$ cat config.mk
export PLATFORM = sky130hd
export DESIGN_NAME = pipe_stall_ctrl
export DESIGN_NICKNAME = d
export VERILOG_FILES = /design/src/rtl/pipe_stall_ctrl.sv
export SDC_FILE = /design/constraint.sdc
export NUM_CORES = 1
export LEC_CHECK = 0
export ABC_AREA = 1
export BUFFER_PORTS_ARGS = -buffer_cell sky130_fd_sc_hd__clkbuf_2
export CORE_AREA = 8 8 45 47
export CTS_BUF_LIST = sky130_fd_sc_hd__clkbuf_4 sky130_fd_sc_hd__clkbuf_8 sky130_fd_sc_hd__clkbuf_16
export CTS_CLUSTER_SIZE = 24
export DETAILED_ROUTE_END_ITERATION = 6
export DIE_AREA = 0 0 53 55
export HOLD_SLACK_MARGIN = 0.06
export PLACE_DENSITY = 0.59
export SKIP_LAST_GASP = 1
export SYNTH_ARGS = -nofsm -noshare
export SYNTH_HDL_FRONTEND = slang
export SYNTH_SLANG_ARGS = --single-unit
$ cat constraint.sdc
create_clock -name clk -period 2 [get_ports clk]
set_input_delay 0.2 -clock clk [delete_from_list [all_inputs] [get_ports clk]]
set_output_delay 0.2 -clock clk [all_outputs]
set_load 0.005 [all_outputs]
$ cat src/rtl/pipe_stall_ctrl.sv
// Pipeline sequencing controller for the 5-stage WISC core: data-hazard bubbles,
// branch NOP window, memory freeze/resume and halt. Optional perf counters under STALL_PERF_CNT_EN.
module pipe_stall_ctrl #(
  parameter int BR_STALL = 2,
  parameter int CNT_W    = 2
) (
  input  logic       clk,
  input  logic       rst,
  input  logic       data_haz_s2,
  input  logic       data_haz_s1,
  input  logic       branch_haz,
  input  logic       mem_busy,
  input  logic       halt_id,
  output logic       pc_we,
  output logic       ifid_we,
  output logic       ifid_flush,
  output logic       idex_bubble,
  output logic       pipe_freeze,
  output logic       halted,
`ifdef STALL_PERF_CNT_EN
  output logic [15:0] stall_cycles,
  output logic [15:0] br_cycles,
`endif
  output logic [2:0] busy_state
);

  typedef enum logic [2:0] {
    RUN      = 3'd0,
    BR_WAIT  = 3'd1,
    MEM_WAIT = 3'd2,
    HALTED   = 3'd3
  } state_e;

  localparam logic [CNT_W-1:0] BR_INIT = CNT_W'(BR_STALL - 1);

  state_e           state_q, state_d;
  logic             ret_br_q, ret_br_d;   // 1: resume into BR_WAIT after freeze
  logic [CNT_W-1:0] cnt_q, cnt_d;

  always_comb begin
    state_d     = state_q;
    ret_br_d    = ret_br_q;
    cnt_d       = cnt_q;
    pc_we       = 1'b1;
    ifid_we     = 1'b1;
    ifid_flush  = 1'b0;
    idex_bubble = 1'b0;
    pipe_freeze = 1'b0;
    halted      = 1'b0;
    case (state_q)
      RUN: begin
        if (halt_id) begin
          pc_we   = 1'b0;
          ifid_we = 1'b0;
          state_d = HALTED;
        end else if (mem_busy) begin
          pc_we       = 1'b0;
          ifid_we     = 1'b0;
          pipe_freeze = 1'b1;
          ret_br_d    = 1'b0;
          state_d     = MEM_WAIT;
        end else if (data_haz_s2 || data_haz_s1) begin
          pc_we       = 1'b0;
          ifid_we     = 1'b0;
          idex_bubble = 1'b1;
        end else if (branch_haz) begin
          pc_we      = 1'b0;
          ifid_flush = 1'b1;
          cnt_d      = BR_INIT;
          state_d    = (BR_STALL == 1) ? RUN : BR_WAIT;
        end
      end
      BR_WAIT: begin
        // ID holds NOPs here, so hazard and branch flags are don't-care
        if (mem_busy) begin
          pc_we       = 1'b0;
          ifid_we     = 1'b0;
          pipe_freeze = 1'b1;
          ret_br_d    = 1'b1;
          state_d     = MEM_WAIT;
        end else begin
          ifid_flush = 1'b1;
          if (cnt_q != '0) begin
            pc_we = 1'b0;
            cnt_d = cnt_q - CNT_W'(1);
          end else begin
            state_d = RUN;
          end
        end
      end
      MEM_WAIT: begin
        pc_we       = 1'b0;
        ifid_we     = 1'b0;
        pipe_freeze = 1'b1;
        if (!mem_busy) state_d = ret_br_q ? BR_WAIT : RUN;
      end
      HALTED: begin
        pc_we       = 1'b0;
        ifid_we     = 1'b0;
        pipe_freeze = 1'b1;
        halted      = 1'b1;
      end
      default: state_d = RUN;
    endcase
    if (rst) begin
      pc_we       = 1'b0;
      ifid_we     = 1'b0;
      ifid_flush  = 1'b1;
      idex_bubble = 1'b1;
      pipe_freeze = 1'b0;
      halted      = 1'b0;
    end
  end

  always_ff @(posedge clk) begin
    if (rst) begin
      state_q  <= RUN;
      ret_br_q <= 1'b0;
      cnt_q    <= '0;
    end else begin
      state_q  <= state_d;
      ret_br_q <= ret_br_d;
      cnt_q    <= cnt_d;
    end
  end

  assign busy_state = state_q;

`ifdef STALL_PERF_CNT_EN
  logic [15:0] stall_q, br_q;

  always_ff @(posedge clk) begin
    if (rst) begin
      stall_q <= '0;
      br_q    <= '0;
    end else begin
      if (!pc_we && state_q != HALTED && stall_q != 16'hFFFF) stall_q <= stall_q + 16'd1;
      if (state_q == BR_WAIT && br_q != 16'hFFFF) br_q <= br_q + 16'd1;
    end
  end

  assign stall_cycles = stall_q;
  assign br_cycles    = br_q;
`endif

endmodule
# == Yosys cells after proc, flatten, opt, wreduce, memory -nomap -nowiden ==
# Cells that the tools add are included.
# word_totals
reg_bits,6
inputBits,7
out_inout_bits,9
wordCells,79
# op_classes
n_addsub,1
n_eq_ne,15
muxes,51
bitwise_logic,1
n_reduce_logical,8
# ops
op,n
2-to-1 mux 1 bit,31
2-to-1 mux 3 bit,7
"inequality test 2 bit, second input constant",9
2-to-1 mux 2 bit,6
case mux 3 bit (4 select lines),1
case mux 1 bit (3 select lines),3
"inequality test 4 bit, second input constant",2
AND reduction 7 bit,1
"equality test 3 x 2 -> 1 bit, second input constant",2
AND reduction 5 bit,1
case mux 1 bit (2 select lines),2
case mux 2 bit (2 select lines),1
AND reduction 4 bit,1
nonzero test 2 bit,2
"equality test 3 x 1 -> 1 bit, second input constant",1
zero test 3 bit,1
"inequality test 3 bit, second input constant",1
OR reduction 2 bit,1
"subtractor 2 x 1 -> 2 bit, second input constant",1
logical OR 1 bit,1
inverter 1 bit,1

# == Logic depth before layout (Yosys ltp) ==
# logic_depth
word_depth,6
mapped_depth,9
depth_no_buf,9

# == Worst setup path before layout ==
# Ideal clock, no wire load.
# synth_path
path_type,register to output
from,register state_q[0] (netlist: busy_state[0])
to,output port pc_we
t_arrival_ps,991
slack_ps,809
path_stages_with_launch,7
n_path_buf,0
cell_sequence,dfxtp_1 -> inv_2 -> nor2_4 -> inv_2 -> nor2_1 -> a22oi_1 -> nor2_1
# synth_between
elab_chain_len,4
word_cells_on_any_way,7
classes_between,eq/ne (3); mux (2); reduce/logical (2)
# synth_lines
element,line,source
from (decl),36,"state_e state_q, state_d;"
from (signal assigned),121,state_q <= state_d;
equality test 3 x 2 -> 1 bit,50,case (state_q)
OR reduction 2 bit (no source line),-,
case mux 1 bit (3 select lines) (*),50,
2-to-1 mux 1 bit (*),105,if (rst) begin
to (decl),14,"output logic pc_we,"
# Every way passes the cells marked *; elsewhere a longest branch is shown, timed or not.

# == Worst setup path in the final report ==
# Same ends and word-level chain as after synthesis.

==> out/qor.yml <==
initial_utilization: 0.323
rsz0062_at_grt: "false"
ys_seq_area_frac: 0.224
peakVddDrop_uv: 362
finalNetCount: 105
clk_pin_slew_ns: 0.04
fmax_mhz: 616
port_buffers: 14
grt.busiest_layer: "met2"
met3_usage: 0.0374
drv_cap: 0
yosysUniqueCellTypes: 22
postCtsSetupRepairBufs: 0
synthesis.nets: 88
cts_tree: "built"
place_congestion: 0.757
endpoint_kind: "output port"
hold_viol_final: 0
coreArea_um2: 1380
status: "finished clean"
crit_fanout: 6
area_delta_synth_final_pct: 24.1
fill_cells: 161
grt_max_degree: 10
synth_edf_count: 0
drt.antenna.violating_nets: 0
syn_area_um2: 447
drcViolationCount: 0
post_cts_resized: 0
setup_tns_ns: 0
row_count: 14
overflow: 0
cts_made_buffers: 3
ys.flop_type: "dfxtp_1"
syn_area_per_cell_um2: 5.58
leakage_nw: 0.308
diodes: 0
die_width_um: 53
min_period_ns: 1.62
clkSinkCount: 5
finalMaxSlewViolations: 0
cp_data_arrival_time_ns: 1.42
yosys_register_bits: 5
dp_hpwl_um: 923
cellPowerDensity_nw_per_um2: 753
cp-start-kind: "flop"
clock_latency_ns: 0.24
regArea_um2: 100
critPathKind: "reg2out"
min_path_type: "in2reg"
die_y_um: 55
root_buffer: "clkbuf_4"
grt_use_met2: 0.146
drtPass1Iterations: 5
synth_cells: 80
die-area_um2: 2920
grt_pass1_vias: 444
drive_gt1_frac: 0.281
multiInputGateArea_um2: 282
clockBufferDepth: 2
hold_buffers: 0
setup_viol: 0
grtUsageTotal: 0.0809
avgRoutedWirePerCell_um: 9.71
fin_worst_skew_ns: 0.00306
grt_pass1_wl_mm: 1.77
yosys_warnings: 0
cp_data_required_time_ns: 1.80
routed_wl_mm: 1.09
finish.utilization: 0.401
htree_levels: 1
vias_per_cell: 4.56
use_met1: 0.0761
vias: 511
antenna_found_initial: 0
p_total_mw: 0.417
synthArstFlopShare: 0
boundaryPins: 16
drt_iter0_drc: 5
period_share: 0.811
-- final timing paths --
path,cells past startpoint,slack (ns),from,to
hold reg to reg,2,0.47,cnt_q[1]$_SDFFE_PP0P_,cnt_q[1]$_SDFFE_PP0P_
setup / recovery,7,0.38,busy_state[0]$_SDFFE_PP0P_,pc_we
setup reg to reg,7,0.80,busy_state[0]$_SDFFE_PP0P_,cnt_q[1]$_SDFFE_PP0P_
hold / removal,2,0.20,rst,ret_br_q$_SDFFE_PP0P_
-- cell usage in the layout, fill, tap and decap left out, drive strengths merged --
cell type   n
ha          1
conb        1
nand2      20
o21a        1
a21oi       1
nor2       19
dfxtp       5
o31ai       1
a22oi       1
nor3        2
clkbuf     18
inv        14
or2         1
nand3       8
o21ai       3
-- flip-flops by register name, indices dropped and copies added (netlist names) --
| name | count |
|---|---|
| busy_state | 2 |
| cnt_q | 2 |
| ret_br_q | 1 |
-- critical path, stage by stage (launching register included) --
cell	delay [ns]
dfxtp_1	0.43
inv_2	0.09
nor2_4	0.13
inv_2	0.06
nor2_1	0.15
a22oi_1	0.11
nor2_1	0.09
clkbuf_2	0.12
-- synth_stat cells, types with 2 or more instances --
cell type	count	share of area
dfxtp_1	5	0.22
inv_1	10	0.084
inv_2	4	0.034
nand2_1	18	0.15
nand2_2	2	0.028
nand3_1	8	0.090
nor2_1	17	0.14
o21ai_1	2	0.022
-- metal layers --
metal | routed length [um] | vias to the layer above
li1 | - | 277
met1 | 466 | 219
met2 | 518 | 11
met3 | 83 | 4
met4 | 20 | 0
met5 | 0 | -
-- power breakdown --
part           internal (mW)  switching [mW]
combinational         0.0594          0.0975
sequential             0.114          0.0162
clock                 0.0890          0.0414
-- through the flow --
step                      cell area, um^2  cells  hold WS (ns)  worst slack (ns)
after floorplan                       447     80         0.269             0.809
after global placement                524    108         0.457             0.631
after detailed placement              524    108         0.456             0.613
after CTS                             554    112         0.196             0.346
after global routing                  554    112         0.217             0.212
final                                 554    112         0.203             0.377
-- final cells by class --
cell class	count	area share
repair buffers	14	0.126
inverters	14	0.0948
clock buffers	4	0.0542
flip-flops and latches	5	0.181
multi-input cells	59	0.508
well taps	16	0.0361
-- logic make-up (layout without fill, tap and decap cells) --
| logic type | after synthesis | after routing | share of synthesized area |
|---|---|---|---|
| compound gates | 7 | 7 | 0.0952 |
| fa+ha+maj | 1 | 1 | 0.0280 |
| buf+inv | 16 | 32 | 0.146 |
| simple gates | 50 | 50 | 0.499 |
| other cells | 1 | 1 | 0.00840 |
| flops | 5 | 5 | 0.224 |
Power figures use the tool's default switching activity.
